<file path="config.mk">
export PLATFORM = sky130hd
export DESIGN_NAME = conv_out_pool
export DESIGN_NICKNAME = d
export VERILOG_FILES = /design/src/rtl/conv_out_pool.sv
export SDC_FILE = /design/constraint.sdc
export NUM_CORES = 1
export LEC_CHECK = 0
export CAP_MARGIN = 20
export CORE_MARGIN = 3
export CORE_UTILIZATION = 45
export CTS_CLUSTER_SIZE = 40
export DETAILED_ROUTE_END_ITERATION = 7
export PLACE_DENSITY_LB_ADDON = 0.15
export SLEW_MARGIN = 25
export SYNTH_ARGS = -nofsm -noshare
export SYNTH_HDL_FRONTEND = slang
export SYNTH_SLANG_ARGS = --single-unit
</file>
<file path="constraint.sdc">
create_clock -name clk1 -period 7.7 [get_ports clk1]
set_clock_uncertainty 0.15 [all_clocks]
set_input_delay 0.77 -clock clk1 [delete_from_list [all_inputs] [get_ports clk1]]
set_output_delay 0.77 -clock clk1 [all_outputs]
set_load 0.01 [all_outputs]
</file>
<file path="src/rtl/conv_out_pool.sv">
// Post-conv output stage: drops incomplete-window edge samples, applies ReLU and
// shift requantisation with saturation, then 2x2 stride-2 max-pools the result.
module conv_out_pool #(
    parameter int DATA_WIDTH  = 16,
    parameter int OUT_WIDTH   = 8,
    parameter int KERNEL_SIZE = 3,
    parameter int IFM_W       = 10,
    parameter int IFM_H       = 10,
    parameter int SHIFT       = 0
) (
    input  logic                         clk1,
    input  logic                         rst,
    input  logic                         clr,
    input  logic                         in_valid,
    input  logic signed [DATA_WIDTH-1:0] data_in,
    output logic                         out_valid,
    output logic        [OUT_WIDTH-1:0]  out_data,
    output logic                         out_last,
    output logic                         sat
);

    localparam int OFM_W = IFM_W - KERNEL_SIZE + 1;
    localparam int OFM_H = IFM_H - KERNEL_SIZE + 1;
    localparam int PW    = OFM_W / 2;
    localparam int PH    = OFM_H / 2;
    localparam int CW    = (IFM_W > 1) ? $clog2(IFM_W) : 1;
    localparam int RW    = (IFM_H > 1) ? $clog2(IFM_H) : 1;
    localparam int IW    = (PW > 1) ? $clog2(PW) : 1;

    localparam logic [CW-1:0] COL_LAST = CW'(IFM_W - 1);
    localparam logic [RW-1:0] ROW_LAST = RW'(IFM_H - 1);
    localparam logic [CW-1:0] KM1_C    = CW'(KERNEL_SIZE - 1);
    localparam logic [RW-1:0] KM1_R    = RW'(KERNEL_SIZE - 1);
    localparam logic [CW-1:0] CC_LIM   = CW'(2 * PW);
    localparam logic [RW-1:0] CR_LIM   = RW'(2 * PH);
    localparam logic [CW-1:0] CC_END   = CW'(2 * PW - 1);
    localparam logic [RW-1:0] CR_END   = RW'(2 * PH - 1);

    localparam logic signed [DATA_WIDTH-1:0] SAT_MAX = DATA_WIDTH'((1 << OUT_WIDTH) - 1);

    // ReLU + arithmetic shift + clip; MSB of the result flags a clip.
    function automatic logic [OUT_WIDTH:0] requant(input logic signed [DATA_WIDTH-1:0] d);
        logic signed [DATA_WIDTH-1:0] s;
        s = d >>> SHIFT;
        if (d < 0)
            return '0;
        else if (s > SAT_MAX)
            return {1'b1, {OUT_WIDTH{1'b1}}};
        else
            return {1'b0, OUT_WIDTH'(s)};
    endfunction

    function automatic logic [OUT_WIDTH-1:0] umax(input logic [OUT_WIDTH-1:0] a,
                                                   input logic [OUT_WIDTH-1:0] b);
        return (a > b) ? a : b;
    endfunction

    logic [CW-1:0] col;
    logic [RW-1:0] row;

    // ---- stage p0: position tracking and keep decision (combinational) ----
    logic [CW-1:0]      cc_p0;
    logic [RW-1:0]      cr_p0;
    logic               keep_p0;
    logic               last_p0;
    logic [IW-1:0]      idx_p0;
    logic [OUT_WIDTH:0] rq_p0;

    assign cc_p0   = col - KM1_C;
    assign cr_p0   = row - KM1_R;
    assign keep_p0 = in_valid && (col >= KM1_C) && (row >= KM1_R)
                     && (cc_p0 < CC_LIM) && (cr_p0 < CR_LIM);
    assign last_p0 = (cc_p0 == CC_END) && (cr_p0 == CR_END);
    assign idx_p0  = IW'(cc_p0 >> 1);
    assign rq_p0   = requant(data_in);

    always_ff @(posedge clk1) begin
        if (rst || clr) begin
            col <= '0;
            row <= '0;
        end else if (in_valid) begin
            if (col == COL_LAST) begin
                col <= '0;
                row <= (row == ROW_LAST) ? '0 : row + 1'b1;
            end else begin
                col <= col + 1'b1;
            end
        end
    end

    // ---- stage p1: requantised sample register ----
    logic                 vld_p1;
    logic [OUT_WIDTH-1:0] q_p1;
    logic                 cc_odd_p1;
    logic                 cr_odd_p1;
    logic [IW-1:0]        idx_p1;
    logic                 last_p1;

    always_ff @(posedge clk1) begin
        if (rst || clr) begin
            vld_p1 <= 1'b0;
            sat    <= 1'b0;
        end else begin
            vld_p1 <= keep_p0;
            sat    <= keep_p0 && rq_p0[OUT_WIDTH];
        end
    end

    always_ff @(posedge clk1) begin
        if (keep_p0) begin
            q_p1      <= rq_p0[OUT_WIDTH-1:0];
            cc_odd_p1 <= cc_p0[0];
            cr_odd_p1 <= cr_p0[0];
            idx_p1    <= idx_p0;
            last_p1   <= last_p0;
        end
    end

    // ---- stage p2: horizontal max, half-row buffer, vertical max ----
    logic [OUT_WIDTH-1:0] hreg;
    logic [OUT_WIDTH-1:0] pool_buf [PW];
    logic [OUT_WIDTH-1:0] h_p1;
    logic                 live_p1;
    logic                 emit_p1;

    assign live_p1 = vld_p1 && !rst && !clr;
    assign h_p1    = umax(hreg, q_p1);
    assign emit_p1 = live_p1 && cc_odd_p1 && cr_odd_p1;

    always_ff @(posedge clk1) begin
        if (rst) begin
            out_valid <= 1'b0;
            out_last  <= 1'b0;
            out_data  <= '0;
        end else begin
            out_valid <= emit_p1;
            out_last  <= emit_p1 && last_p1;
            if (emit_p1)
                out_data <= umax(pool_buf[idx_p1], h_p1);
        end
    end

    always_ff @(posedge clk1) begin
        if (live_p1) begin
            if (!cc_odd_p1)
                hreg <= q_p1;
            else if (!cr_odd_p1)
                pool_buf[idx_p1] <= h_p1;
        end
    end

endmodule

</file>
==> results_dict.tcl <==
set metrics [dict create \
    rsz0062_at_grt "no" \
    cts_tree "built" \
    clockBufferDepth 2 \
    cpPeakStageDelay_ns 0.40 \
    yosys.cell_types.count 44 \
    antenna_found_initial 0 \
    start_kind "register" \
    synth_ff_type "edfxtp_1" \
    grt_use_met1_pct 21.8 \
    finalSetupTns_ns 0 \
    r2r-start "q_p1[1]$_SDFFCE_PP0P_" \
    vias 2133 \
    io_buffers 30 \
    grtUsageMet2_pct 26.5 \
    wl_um 6510 \
    die_area_um2 8730 \
    drtIter0Drc 63 \
    ff2ff_path_depth 14 \
    crit_top_cell "ha_1" \
    post_cts_buffers 0 \
    min_path_type "reg -> reg" \
    syn-cell-area_um2 3440 \
    status "finished, final reports clean" \
    hold_buffers 0 \
    critical_path.cell_chain "inv_1, ha_1, nor2b_4, o211ai_2, a21oi_2, o22ai_4, mux2i_1, ha_1, nor2b_1, o211ai_1, a21oi_1, o22a_1, nand2b_1, o221ai_1" \
    netlist_instances 269 \
    crit_type "reg -> reg" \
    fp.dieH_um 93.4 \
    hold_path_startpoint "last_p1$_DFFE_PP_" \
    cts_max_level 3 \
    cts_sinks 75 \
    clkTransAtPathRegs_ns 0.07 \
    cp_max_fo 8 \
    diodes 0 \
    gp_congestion 0.825 \
    drv_slew 0 \
    r2r_slack_ns 4.17 \
    min_path_cells 1 \
    grt_pass1_wl_um 10800 \
    grt_max_degree 17 \
    cts_resized 0 \
    fill_cells 629 \
    finalCriticalPeriod_ns 3.53 \
    drv_cap 0 \
    avgSynthCellArea_um2 12.8 \
    synth-seq-cells 75 \
    io_pins 31 \
    powerDensity_nw_per_um2 181 \
    grt_most_used_layer "met2" \
    hpwl_um 4800 \
    overflow 0 \
    ys_warn_count 0 \
    setup-violations-final 0 \
    routedWlPerCell_um 15.9 \
    post_dp_cell_area_um2 3850 \
    vias_per_cell 5.22 \
    numCtsBuffers 9 \
    grt_util_all_layers_pct 16.4 \
    design_area_um2 4030 \
    ant_nets 0 \
    fin_nets 347 \
    fmax_ghz 0.284 \
    rr_endpoint "out_data[0]$_SDFFE_PP0P_" \
    hold_viol 0 \
    syn_to_final_growth_pct 17.3 \
    drc 0 \
    start_util_pct 46.9 \
    drtPass1Iterations 4 \
    layout-drive-gt1-share_pct 11.3 \
    period_share_pct 45.8 \
    synth_edf_count 53 \
    rows 31 \
    max_slew_margin_pct 45.6 \
    tightest_slew_ns 0.813 \
    grt_pass1_vias 2080 \
    required_ns 7.80 \
    holdPathEnd "out_last$_SDFF_PP0_" \
    clock_latency_ns 0.34 \
    cp.arrival_ns 3.63 \
    gr-usage-met3_pct 3.78 \
    clockRootBuffer "clkbuf_8" \
    syn_nets 311 \
    cp_slowest_cell "mux2i_1" \
    placeableCoreArea_um2 7330 \
    die_w_um 93.4 \
    yosysSeqAreaShare_pct 59.1 \
    async_flop_share_pct 0 \
    setup.worst_path.end_class "register" \
    power_leakage_nw 1.52 \
    max-vdd-ir-drop_uv 99.8 \
]
==> worst max-delay path by stage <==
stage / startpoint / endpoint / slack (ns) / depth (start not counted)
6_report: q_p1[1]$_SDFFCE_PP0P_ / out_data[0]$_SDFFE_PP0P_ / 4.17 / 14
5_1_grt: q_p1[3]$_SDFFCE_PP0P_ / out_data[6]$_SDFFE_PP0P_ / 3.87 / 13
4_1_cts: q_p1[1]$_SDFFCE_PP0P_ / out_data[0]$_SDFFE_PP0P_ / 4.13 / 14
3_5_place_dp: q_p1[1]$_SDFFCE_PP0P_ / out_data[0]$_SDFFE_PP0P_ / 4.17 / 14
3_3_place_gp: q_p1[3]$_SDFFCE_PP0P_ / out_data[2]$_SDFFE_PP0P_ / 4.23 / 13
2_1_floorplan: q_p1[1]$_SDFFCE_PP0P_ / out_data[1]$_SDFFE_PP0P_ / 4.60 / 15
==> report_power, final <==
| part | total (mW) | switching, mW | internal (mW) | leakage [nW] |
|---|---|---|---|---|
| sequential | 0.427 | 0.000537 | 0.427 | 0.653 |
| clock | 0.286 | 0.139 | 0.147 | 0.0935 |
| combinational | 0.0174 | 0.00661 | 0.0108 | 0.769 |
==> flip-flops by register name (all words and copies together) (netlist names), named ones only <==
name,cells
pool_buf,32
cc_odd_p1,1
out_valid,1
sat,1
hreg,8
out_last,1
col,4
last_p1,1
vld_p1,1
cr_odd_p1,1
row,4
q_p1,8
idx_p1,2
out_data,8
==> worst max-delay path: cells and delay by family, from the launching register on <==
family / cells / cell delay (ns)
compound gates: 7 / 1.26
fa+ha+maj: 2 / 0.62
simple gates: 3 / 0.57
mux: 1 / 0.40
flops: 1 / 0.38
buf+inv: 1 / 0.06
==> layer usage <==
metal / part of all wire (%) / vias up / wire [µm]
li1: - / 1047 / -
met1: 46 / 1036 / 2970
met2: 49 / 42 / 3200
met3: 4.1 / 8 / 266
met4: 1.1 / 0 / 74
met5: 0 / - / 0
==> placed cells by master, fill, tap and decap left out, drive strengths merged, types with 2 or more instances in the layout <==
cell and count:
o221ai 7, dfxtp 22, mux4 7, nor3 2
buf 3, inv 38, xor2 2, clkinv 4
edfxtp 53, nor2b 2, clkbuf 10, a21oi 22
nor4 3, o211ai 3, ha 22, a2111oi 2
nand2 18, o21ai 5, nand4 5, mux2i 11
xnor2 4, nand3 3, and3 2, nor2 14
and2 2, clkdlybuf4s50 30, nor3b 3
==> metrics by stage <==
stage          hold slack, ns  cells  power (mW)  setup WS, ns  util (%)
4_1_cts                 0.320    409       0.738          4.13      55.0
3_3_place_gp            0.303    393       0.454          4.23      52.5
5_1_grt                 0.345    409       0.760          3.87      55.0
6_report                0.313    409       0.731          4.17      55.0
3_5_place_dp            0.299    393       0.454          4.17      52.5
2_1_floorplan           0.270    269       0.443          4.60         -
==> cell families after synthesis <==
| family | share of synthesized area (%) |
|---|---|
| AOI/OAI and AO/OA | 8.41 |
| buffers and inverters | 5.20 |
| DFF | 59.1 |
| adders and majority gates | 8.01 |
| and+or+nand+nor | 9.64 |
| muxes | 8.12 |
| xor gates and xnor gates | 1.53 |
==> final cells by class <==
class	instances	area, µm²	share of cell area (%)
flip-flops and latches	75	2030	50.4
multi-input cells	148	1230	30.4
repair buffers	33	323	8.00
inverters	38	143	3.54
clock buffers	10	128	3.16
well taps	99	124	3.07
clock inverters	6	56.3	1.40
==> synthesized netlist by cell type (2+ instances only) <==
cell type  number  area (µm²)
edfxtp_1       53        1590
nand3_1         3        15.0
xor2_1          2        17.5
and3_1          2        12.5
mux2i_1        11         110
nand2_1        18        67.6
o21ai_0         4        20.0
nor3b_1         2        15.0
dfxtp_1        22         440
o211ai_2        2        25.0
inv_1          38         143
nor2_1         14        52.6
and2_1          2        12.5
o221ai_1        7        61.3
nor4_1          2        12.5
xnor2_1         4        35.0
buf_2           5        25.0
mux4_2          7         158
ha_1           22         275
clkbuf_1        2        7.51
nand4_1         4        25.0
a21oi_1        21         105
(Power assumes the default switching activity.)
